## config.mk

```make
export PLATFORM = sky130hd
export DESIGN_NAME = pc_sequencer_flat
export DESIGN_NICKNAME = d
export VERILOG_FILES = /design/src/rtl/pc_sequencer_if.sv /design/src/rtl/pc_sequencer.sv /design/src/flat_wrapper.sv
export SDC_FILE = /design/constraint.sdc
export NUM_CORES = 1
export LEC_CHECK = 0
export BUFFER_PORTS_ARGS = -buffer_cell sky130_fd_sc_hd__buf_2
export CAP_MARGIN = 0
export CORE_AREA = 2 2 109 111
export DETAILED_ROUTE_END_ITERATION = 8
export DIE_AREA = 0 0 111 113
export HOLD_SLACK_MARGIN = 0.15
export PLACE_DENSITY = 0.71
export SYNTH_ARGS = -nofsm -noshare
export SYNTH_HDL_FRONTEND = slang
export SYNTH_SLANG_ARGS = --single-unit
export TNS_END_PERCENT = 100
```

## constraint.sdc

```tcl
create_clock -name clk -period 3.7 [get_ports clk]
set_input_delay 0.555 -clock clk [delete_from_list [all_inputs] [get_ports clk]]
set_output_delay 0.555 -clock clk [all_outputs]
set_load 0.005 [all_outputs]
```

## src/rtl/pc_sequencer_if.sv

```systemverilog
// Bus bundle between the fetch/branch pipeline and the PC sequencer.
// The pipeline side (master) supplies candidate PCs, select controls and
// interrupt requests; the sequencer side (slave) returns the next PC and
// interrupt status.
interface pc_sequencer_if #(
    parameter int PC_W    = 32,
    parameter int NUM_IRQ = 4,
    parameter int ID_W    = (NUM_IRQ > 1) ? $clog2(NUM_IRQ) : 1
);
    // interrupt sources
    logic [NUM_IRQ-1:0] irq_req;
    logic [NUM_IRQ-1:0] irq_mask;
    logic               global_ie;

    // candidate next-PC values
    logic [PC_W-1:0]    pc;
    logic [PC_W-1:0]    pc_plus_4;
    logic [PC_W-1:0]    branch_pc;
    logic [PC_W-1:0]    pc_not_taken;
    logic [PC_W-1:0]    pcr;
    logic [PC_W-1:0]    pci;

    // normal-select controls and interrupt return
    logic               stall;
    logic               branch_undo;
    logic               pcr_take;
    logic               branch_predict;
    logic               pci_take;
    logic               iret;

    // sequencer results
    logic [PC_W-1:0]    pc_out;
    logic               flush;
    logic               interrupt;
    logic [NUM_IRQ-1:0] irq_ack;
    logic [ID_W-1:0]    irq_id;
    logic [PC_W-1:0]    epc;
    logic               in_service;

    modport master (
        output irq_req, irq_mask, global_ie,
        output pc, pc_plus_4, branch_pc, pc_not_taken, pcr, pci,
        output stall, branch_undo, pcr_take, branch_predict, pci_take, iret,
        input  pc_out, flush, interrupt, irq_ack, irq_id, epc, in_service
    );

    modport slave (
        input  irq_req, irq_mask, global_ie,
        input  pc, pc_plus_4, branch_pc, pc_not_taken, pcr, pci,
        input  stall, branch_undo, pcr_take, branch_predict, pci_take, iret,
        output pc_out, flush, interrupt, irq_ack, irq_id, epc, in_service
    );
endinterface

```

## src/rtl/pc_sequencer.sv

```systemverilog
// Next-PC sequencer with non-nesting interrupt entry.
// IDLE passes the prioritised normal PC select through. An accepted
// interrupt saves the return PC, holds the pipeline in FLUSH for
// FLUSH_CYCLES cycles (the last one steers to the handler vector) and then
// sits in SERVICE until an unstalled iret restores the saved PC.
// Status outputs decode only from registered state, never from inputs.
module pc_sequencer #(
    parameter int          PC_W         = 32,
    parameter int          NUM_IRQ      = 4,
    parameter int          FLUSH_CYCLES = 4,
    parameter logic [31:0] VEC_BASE     = 32'h0000_0100,
    parameter logic [31:0] VEC_STRIDE   = 32'h0000_0010
) (
    input  logic          clk,
    input  logic          rst_n,
    pc_sequencer_if.slave bus
);

    localparam int ID_W  = (NUM_IRQ > 1) ? $clog2(NUM_IRQ) : 1;
    localparam int CNT_W = $clog2(FLUSH_CYCLES) + 1;
    localparam int VEC_W = (PC_W > 32) ? PC_W : 32;
    localparam logic [CNT_W-1:0] CNT_LAST = CNT_W'(FLUSH_CYCLES - 1);

    typedef enum logic [1:0] {
        ST_IDLE    = 2'b00,
        ST_FLUSH   = 2'b01,
        ST_SERVICE = 2'b10
    } state_t;

    // Lowest-index set bit of the pending vector (bit 0 wins).
    function automatic logic [ID_W-1:0] first_pending(input logic [NUM_IRQ-1:0] vec);
        logic [ID_W-1:0] idx;
        idx = {ID_W{1'b0}};
        for (int i = NUM_IRQ - 1; i >= 0; i--) begin
            if (vec[i]) begin
                idx = ID_W'(i);
            end
        end
        return idx;
    endfunction

    state_t             state_r;
    state_t             state_nxt_s;
    logic [CNT_W-1:0]   cnt_r;
    logic [ID_W-1:0]    irq_id_r;
    logic [PC_W-1:0]    epc_r;

    logic [NUM_IRQ-1:0] pend_s;
    logic               take_irq_s;
    logic               enter_s;
    logic               last_s;
    logic [PC_W-1:0]    normal_pc_s;
    logic [VEC_W-1:0]   vec_full_s;
    logic [PC_W-1:0]    pc_vec_s;
    logic [PC_W-1:0]    pc_sel_s;
    logic               flush_s;
    logic               interrupt_s;
    logic [NUM_IRQ-1:0] irq_ack_s;
    logic               in_service_s;

    // Unmasked pending requests, gated by the global enable.
    always_comb begin
        pend_s     = bus.irq_req & ~bus.irq_mask;
        take_irq_s = bus.global_ie && (|pend_s);
    end

    // Prioritised normal PC select; stall freezes the PC above everything.
    always_comb begin
        if (bus.stall) begin
            normal_pc_s = bus.pc;
        end else if (bus.branch_undo) begin
            normal_pc_s = bus.pc_not_taken;
        end else if (bus.pcr_take) begin
            normal_pc_s = bus.pcr;
        end else if (bus.branch_predict) begin
            normal_pc_s = bus.branch_pc;
        end else if (bus.pci_take) begin
            normal_pc_s = bus.pci;
        end else begin
            normal_pc_s = bus.pc_plus_4;
        end
    end

    // Handler vector for the latched channel, wrapped to the PC width.
    always_comb begin
        vec_full_s = VEC_W'(VEC_BASE) + (VEC_W'(irq_id_r) * VEC_W'(VEC_STRIDE));
        pc_vec_s   = vec_full_s[PC_W-1:0];
        last_s     = (cnt_r == CNT_LAST);
    end

    // State register.
    always_ff @(posedge clk or negedge rst_n) begin
        if (!rst_n) begin
            state_r <= ST_IDLE;
        end else begin
            state_r <= state_nxt_s;
        end
    end

    // Next-state and next-PC decode.
    always_comb begin
        state_nxt_s = state_r;
        pc_sel_s    = normal_pc_s;
        enter_s     = 1'b0;
        case (state_r)
            ST_IDLE: begin
                // iret is meaningless here; stall does not block entry
                if (take_irq_s) begin
                    state_nxt_s = ST_FLUSH;
                    enter_s     = 1'b1;
                end else begin
                    state_nxt_s = ST_IDLE;
                end
            end
            ST_FLUSH: begin
                if (last_s) begin
                    pc_sel_s    = pc_vec_s;
                    state_nxt_s = ST_SERVICE;
                end else begin
                    pc_sel_s    = bus.pc;
                    state_nxt_s = ST_FLUSH;
                end
            end
            ST_SERVICE: begin
                // a stalled iret keeps the normal select (which yields pc)
                if (bus.iret && !bus.stall) begin
                    pc_sel_s    = epc_r;
                    state_nxt_s = ST_IDLE;
                end else begin
                    state_nxt_s = ST_SERVICE;
                end
            end
            default: begin
                state_nxt_s = ST_IDLE;
            end
        endcase
    end

    // Flush counter, serviced id and return PC; captured on the entry edge.
    always_ff @(posedge clk or negedge rst_n) begin
        if (!rst_n) begin
            cnt_r    <= {CNT_W{1'b0}};
            irq_id_r <= {ID_W{1'b0}};
            epc_r    <= {PC_W{1'b0}};
        end else if (enter_s) begin
            cnt_r    <= {CNT_W{1'b0}};
            irq_id_r <= first_pending(pend_s);
            epc_r    <= pc_sel_s;
        end else if (state_r == ST_FLUSH) begin
            cnt_r    <= cnt_r + {{(CNT_W-1){1'b0}}, 1'b1};
        end else begin
            cnt_r    <= cnt_r;
        end
    end

    // Status outputs decoded from state and counter only.
    always_comb begin
        flush_s      = 1'b0;
        interrupt_s  = 1'b0;
        in_service_s = 1'b0;
        irq_ack_s    = {NUM_IRQ{1'b0}};
        case (state_r)
            ST_FLUSH: begin
                flush_s     = 1'b1;
                interrupt_s = last_s;
                for (int i = 0; i < NUM_IRQ; i++) begin
                    irq_ack_s[i] = last_s && (irq_id_r == ID_W'(i));
                end
            end
            ST_SERVICE: begin
                in_service_s = 1'b1;
            end
            default: begin
                flush_s = 1'b0;
            end
        endcase
    end

    assign bus.pc_out     = pc_sel_s;
    assign bus.flush      = flush_s;
    assign bus.interrupt  = interrupt_s;
    assign bus.irq_ack    = irq_ack_s;
    assign bus.in_service = in_service_s;
    assign bus.irq_id     = irq_id_r;
    assign bus.epc        = epc_r;

endmodule
```

## src/flat_wrapper.sv

```systemverilog
// flat-port wrapper written by rule: the top's interface ports become plain ports
module pc_sequencer_flat 
#(
    parameter int          PC_W         = 32,
    parameter int          NUM_IRQ      = 4,
    parameter int          FLUSH_CYCLES = 4,
    parameter logic [31:0] VEC_BASE     = 32'h0000_0100,
    parameter logic [31:0] VEC_STRIDE   = 32'h0000_0010
)
  (clk, rst_n, bus_irq_req, bus_irq_mask, bus_global_ie, bus_pc, bus_pc_plus_4, bus_branch_pc, bus_pc_not_taken, bus_pcr, bus_pci, bus_stall, bus_branch_undo, bus_pcr_take, bus_branch_predict, bus_pci_take, bus_iret, bus_pc_out, bus_flush, bus_interrupt, bus_irq_ack, bus_irq_id, bus_epc, bus_in_service);
  pc_sequencer_if #(.PC_W(PC_W), .NUM_IRQ(NUM_IRQ)) bus_i ();
  input  logic clk;
  input  logic rst_n;
  input wire logic [$bits(bus_i.irq_req)-1:0] bus_irq_req;
  input wire logic [$bits(bus_i.irq_mask)-1:0] bus_irq_mask;
  input wire logic [$bits(bus_i.global_ie)-1:0] bus_global_ie;
  input wire logic [$bits(bus_i.pc)-1:0] bus_pc;
  input wire logic [$bits(bus_i.pc_plus_4)-1:0] bus_pc_plus_4;
  input wire logic [$bits(bus_i.branch_pc)-1:0] bus_branch_pc;
  input wire logic [$bits(bus_i.pc_not_taken)-1:0] bus_pc_not_taken;
  input wire logic [$bits(bus_i.pcr)-1:0] bus_pcr;
  input wire logic [$bits(bus_i.pci)-1:0] bus_pci;
  input wire logic [$bits(bus_i.stall)-1:0] bus_stall;
  input wire logic [$bits(bus_i.branch_undo)-1:0] bus_branch_undo;
  input wire logic [$bits(bus_i.pcr_take)-1:0] bus_pcr_take;
  input wire logic [$bits(bus_i.branch_predict)-1:0] bus_branch_predict;
  input wire logic [$bits(bus_i.pci_take)-1:0] bus_pci_take;
  input wire logic [$bits(bus_i.iret)-1:0] bus_iret;
  output wire logic [$bits(bus_i.pc_out)-1:0] bus_pc_out;
  output wire logic [$bits(bus_i.flush)-1:0] bus_flush;
  output wire logic [$bits(bus_i.interrupt)-1:0] bus_interrupt;
  output wire logic [$bits(bus_i.irq_ack)-1:0] bus_irq_ack;
  output wire logic [$bits(bus_i.irq_id)-1:0] bus_irq_id;
  output wire logic [$bits(bus_i.epc)-1:0] bus_epc;
  output wire logic [$bits(bus_i.in_service)-1:0] bus_in_service;
  assign bus_i.irq_req = bus_irq_req;
  assign bus_i.irq_mask = bus_irq_mask;
  assign bus_i.global_ie = bus_global_ie;
  assign bus_i.pc = bus_pc;
  assign bus_i.pc_plus_4 = bus_pc_plus_4;
  assign bus_i.branch_pc = bus_branch_pc;
  assign bus_i.pc_not_taken = bus_pc_not_taken;
  assign bus_i.pcr = bus_pcr;
  assign bus_i.pci = bus_pci;
  assign bus_i.stall = bus_stall;
  assign bus_i.branch_undo = bus_branch_undo;
  assign bus_i.pcr_take = bus_pcr_take;
  assign bus_i.branch_predict = bus_branch_predict;
  assign bus_i.pci_take = bus_pci_take;
  assign bus_i.iret = bus_iret;
  assign bus_pc_out = bus_i.pc_out;
  assign bus_flush = bus_i.flush;
  assign bus_interrupt = bus_i.interrupt;
  assign bus_irq_ack = bus_i.irq_ack;
  assign bus_irq_id = bus_i.irq_id;
  assign bus_epc = bus_i.epc;
  assign bus_in_service = bus_i.in_service;
  pc_sequencer #(.PC_W(PC_W), .NUM_IRQ(NUM_IRQ), .FLUSH_CYCLES(FLUSH_CYCLES), .VEC_BASE(VEC_BASE), .VEC_STRIDE(VEC_STRIDE)) u_core (.clk(clk), .rst_n(rst_n), .bus(bus_i));
endmodule
```

==> Word-level counts from Yosys, hierarchy flattened <==
Cells that the tools add are included.
{ "word_totals": {"out_inout_bits": 73, "elab_cells": 49, "regBits": 39, "inputBits": 209} }
{ "classes": {"n_addsub": 2, "n_reduce_logical": 11, "muxes": 24, "eq_ne": 6, "n_bitwise": 2} }
{ "op_table": {"columns": ["op", "count"], "rows": [
  ["$mux W32", 7],
  ["$pmux W32 S2", 1],
  ["$mux W2", 6],
  ["$add A9 B6 Y10 const A", 1],
  ["$eq A2 B2 Y1 const B", 3],
  ["$logic_and A1 B1 Y1", 6],
  ["$mux W1", 6],
  ["$mux W3", 2],
  ["$pmux W2 S3", 1],
  ["$and A4 B4 Y4", 1],
  ["$eq A2 B1 Y1 const B", 2],
  ["$logic_not A2 Y1", 2],
  ["$mux W4", 1],
  ["$not A4 Y4", 1],
  ["$reduce_or A4 Y1", 1],
  ["$add A3 B1 Y3 const B", 1],
  ["$eq A3 B2 Y1 const B", 1],
  ["$reduce_bool A2 Y1", 1],
  ["$logic_not A1 Y1", 1]
]} }

==> Depth between registers and ports, before layout <==
{ "depth": {"ltp_word": 7, "depth_mapped": 9, "depth_no_buf": 6} }

==> Worst setup path after synthesis <==
No wires, ideal clock.
{ "synth_timing": {"path_kind": "input to output", "startpoint": "in bus_pci_take", "endpoint": "out bus_pc_out[11]", "path_buffers": 2, "required_time_ns": 3.145, "path_slack_ns": 1.510, "arrival_ns": 1.635, "cell_stages": 6, "cell_sequence": "buf_4 -> buf_6 -> mux2i_1 -> a2111oi_0 -> a211oi_1 -> o22ai_1"} }
{ "synth_via": {"elab_chain_cells": 7} }
{ "synth_lines": {"columns": ["item", "line_no", "source"], "rows": [
  ["start: declaration", "flat_wrapper.sv:27", "input wire logic [$bits(bus_i.pci_take)-1:0] bus_pci_take;"],
  ["$mux W32 *", "pc_sequencer.sv:77", "end else if (bus.pci_take) begin"],
  ["$mux W32 *", "pc_sequencer.sv:75", "end else if (bus.branch_predict) begin"],
  ["$mux W32 *", "pc_sequencer.sv:73", "end else if (bus.pcr_take) begin"],
  ["$mux W32 *", "pc_sequencer.sv:71", "end else if (bus.branch_undo) begin"],
  ["$mux W32 *", "pc_sequencer.sv:69", "if (bus.stall) begin"],
  ["$mux W32", "pc_sequencer.sv:126", "if (bus.iret && !bus.stall) begin"],
  ["$pmux W32 S2 *", "pc_sequencer.sv:105", "case (state_r)"],
  ["end: declaration", "flat_wrapper.sv:29", "output wire logic [$bits(bus_i.pc_out)-1:0] bus_pc_out;"]
]} }
Every way passes the cells marked *; elsewhere a longest branch is shown, timed or not.

==> Final worst setup path <==
{ "layout_timing": {"startpoint": "reg u_core.state_r[1]", "endpoint": "out bus_pc_out[0]"} }
{ "layout_via": {"elab_chain_cells": 2, "word_cells_on_any_way": 3, "classes_between": "eq/ne: 2; mux: 1"} }
{ "layout_lines": {"columns": ["item", "line_no", "source"], "rows": [
  ["start: declaration", "pc_sequencer.sv:42", "state_t state_r;"],
  ["start signal: assignment", "pc_sequencer.sv:96", "state_r <= state_nxt_s;"],
  ["$eq A2 B2 Y1 / $eq A2 B1 Y1 (equally long branches)", "pc_sequencer.sv:105", null],
  ["$pmux W32 S2 *", "pc_sequencer.sv:105", null]
]} }
Marks and branches as above.

==> metrics <==
Wirelength per Cell 19.8 um; Finished Layout Cells 962; Max-Cap Viols 0; core area 0.0113 mm2; total gr overflow 0; Total GRT Usage 0.289; Worst Path Arrival 2.70 ns; peak supply drop 0.000373 V; vias in the first global route 5482; crit-path cells inv_1 > ha_1 > and2b_1 > buf_4 > a22oi_1 > o22ai_1 > buf_2; Synth-to-Final Area Change 35.4%; Req. time, crit path about 3.1 ns; Critical Path Start u_core.state_r[1]$_DFF_PN0_; Worst Hold Class in -> async; Crit Path Category reg -> out; crit end category output pin; Layout Nets 1031; share of cells above drive strength 1 0.382; root buf cell clkbuf_16; Int Power 0.00185 W; P_sw approximately 0.0017 W; unrepaired setup endpoints after global routing no; first-pass GRT wire length 29200 um; post-DP HPWL 14500 um; Slew Limit Headroom 0.366; post-CTS sizing 0; dpl cells around 950; drc violations 0; # IOs approximately 280; Worst-Margin Slew roughly 0.95 ns; # fillers 1068; syn_nets 792; total power 0.00359 W; endpoints failing hold 0; status finished clean; Longest Clk Path Bufs 2; Clock Pin Slew Worst Setup and Hold Paths 0.06 ns; slowest stage delay, CP 0.65 ns; Pre-antenna DRT Iters 6; hold_ws 0.417 ns; initial core utilization 0.396; part of the power in registers 0.216; largest net degree at the start of global routing 65; CTS Hold Bufs 0; CTS tree built; initial antenna violation count 2; Placer Congestion 0.964; setup violators final 0; total CTS buffers 5; R2R Path Start u_core.state_r[1]$_DFF_PN0_; worst-skew pair later-pin latency 0.28 ns; via count 5789; Avg Cell Area, Syn between 7 and 8 um2; postcts setup bufs 0; die area 0.0125 mm2; drt total wl 19000 um; Final Util 0.537; Num Clock Sinks 39; post-synthesis cell type count 43; Critical path buffers and inverters 3; num rows 39; logic gate share of total power 0.665; Power Dens Cells 593 mW/mm2; DRT iter0 DRCs between 700 and 800; P_leak 2.75 nW; port bufs 281; DR vias/cell 6.02; Cells after Synth 577; Final TNS setup 0 ns; Final Critical Period 3.26 ns; sequential element share of the synthesized area 0.218; maximum clock rate 0.307 GHz; Syn Std Cell Area 0.00447 mm2; DIE HEIGHT 113 um; CTS H-tree depth 2; CP max FO 17; Yosys Warn Count 0; Antenna Nets Post-Route 0; Crit path max-delay family simple AND/OR/NAND/NOR gates; Slew Limit Fails 0; startpoint types flip-flop; Final period util 0.881; Seq cells post-synth 39; Sw Share 0.483; clk_skew between 0.002 and 0.003 ns; Clock power frac 0.119; Die X 111 um; Slowest-stage cell, CP and2b_1
registers in the layout, indices dropped and copies added, names as in the netlist:
| name | flops |
|---|---|
| u_core.bus.epc | 32 |
| u_core.bus.irq_id | 2 |
| u_core.cnt_r | 3 |
| u_core.state_r | 2 |
worst paths after layout:
| check | endpoint | slack [ns] | cells after the start |
|---|---|---|---|
| hold / removal | u_core.bus.epc[18]$_DFFE_PN0P_ | 0.42 | 1 |
| max in group asynchronous | u_core.bus.epc[7]$_DFFE_PN0P_ | 2.69 | 1 |
| min in group clk | u_core.cnt_r[1]$_DFFE_PN0P_ | 0.54 | 2 |
| setup / recovery | bus_pc_out[0] | 0.44 | 7 |
| setup reg to reg | u_core.bus.epc[28]$_DFFE_PN0P_ | 0.75 | 7 |
| hold reg to reg | u_core.cnt_r[1]$_DFFE_PN0P_ | 0.54 | 2 |
metrics by stage:
stage | setup slack [ns] | area (um2)
CTS | 0.482 | 6040
finish | 0.442 | 6050
detailed placement | 0.673 | 5910
floorplan | 1.51 | 4470
global route | 0.335 | 6040
global placement | 0.752 | 5910
worst reg2reg max path, stage by stage (launching register included):
cell and delay (ns):
dfrtp_1 0.40, inv_1 0.10, ha_1 0.43, and2b_1 0.65, and2_1 0.70, buf_4 0.34, nand3_1 0.11, o211ai_1 0.14
cell usage after synthesis, drive strengths merged:
cell     count  share of area
inv          7         0.0059
o21a         1         0.0017
o211ai      28          0.047
o31ai        4         0.0090
clkbuf      47          0.039
a41oi        1         0.0036
nand3       56          0.063
nor2         8         0.0073
nor3         1         0.0011
and3b        1         0.0020
mux2         2         0.0050
a2111oi     35          0.072
dfrtp       39           0.22
a211oi      33          0.055
a221oi       1         0.0020
buf         17          0.026
xnor2        1         0.0020
and3         3         0.0042
and2b        1         0.0017
o22ai       32          0.045
nor2b       38          0.053
a21oi        6         0.0067
nand2b      35          0.049
mux2i       33          0.074
ha           6          0.017
nor3b       35          0.060
nand2       35          0.029
and2         2         0.0028
nand4        1         0.0014
a22oi       31          0.052
o21ai       36          0.041
a41o         1         0.0022
cell families after synthesis:
family          count (synthesis)  synth area share
compound gates                209             0.338
mux                            35            0.0790
simple gates                  216             0.275
flops                          39             0.218
xor+xnor                        1           0.00196
fa+ha+maj                       6            0.0168
buf+inv                        71            0.0711
layer usage:
| metal | GRT usage | up-vias | part of all wire |
|---|---|---|---|
| met5 | 0 | - | 0 |
| met4 | 0.0883 | 0 | 0.017 |
| met3 | 0.0696 | 28 | 0.099 |
| met2 | 0.469 | 358 | 0.47 |
| met1 | 0.385 | 2690 | 0.41 |
| li1 | - | 2713 | - |
final cells by class:
type	instances	area, um2	share of cell area
antenna	2	5.00	0.000827
clock buffer	7	133	0.0219
clock inverter	1	5.00	0.000827
inverter	7	26.3	0.00434
multi-input combinational	467	3190	0.528
sequential	39	976	0.161
tap	143	179	0.0296
timing repair buffer	296	1530	0.253
cell usage in the layout, fill, tap and decap left out, types with 2 or more instances in the layout:
cell	count
buf_4	14
mux2i_1	33
o211ai_1	28
diode_2	2
a2111oi_2	2
o21ai_1	21
nor2_1	7
o31ai_1	2
nand2b_1	35
ha_1	6
dfrtp_1	39
clkbuf_1	2
and3_1	3
inv_1	7
buf_2	281
a21oi_1	6
o31ai_2	2
o22ai_1	32
and2_1	2
nor3b_1	34
a2111oi_1	3
nor2b_1	38
a211oi_1	33
nand2_1	35
clkbuf_16	5
a2111oi_0	30
o21ai_0	14
mux2_2	2
a22oi_1	31
nand3_1	56
power by group through the flow:
stage          clock [W]  combinational, W  sequential [W]
3_5_place_dp           0           0.00236        0.000767
4_1_cts         0.000430           0.00237        0.000768
3_3_place_gp           0           0.00230        0.000764
2_1_floorplan          0           0.00140        0.000754
5_1_grt         0.000445           0.00260        0.000798
6_report        0.000426           0.00239        0.000774
Note: power is estimated with default switching activity, not from simulation.
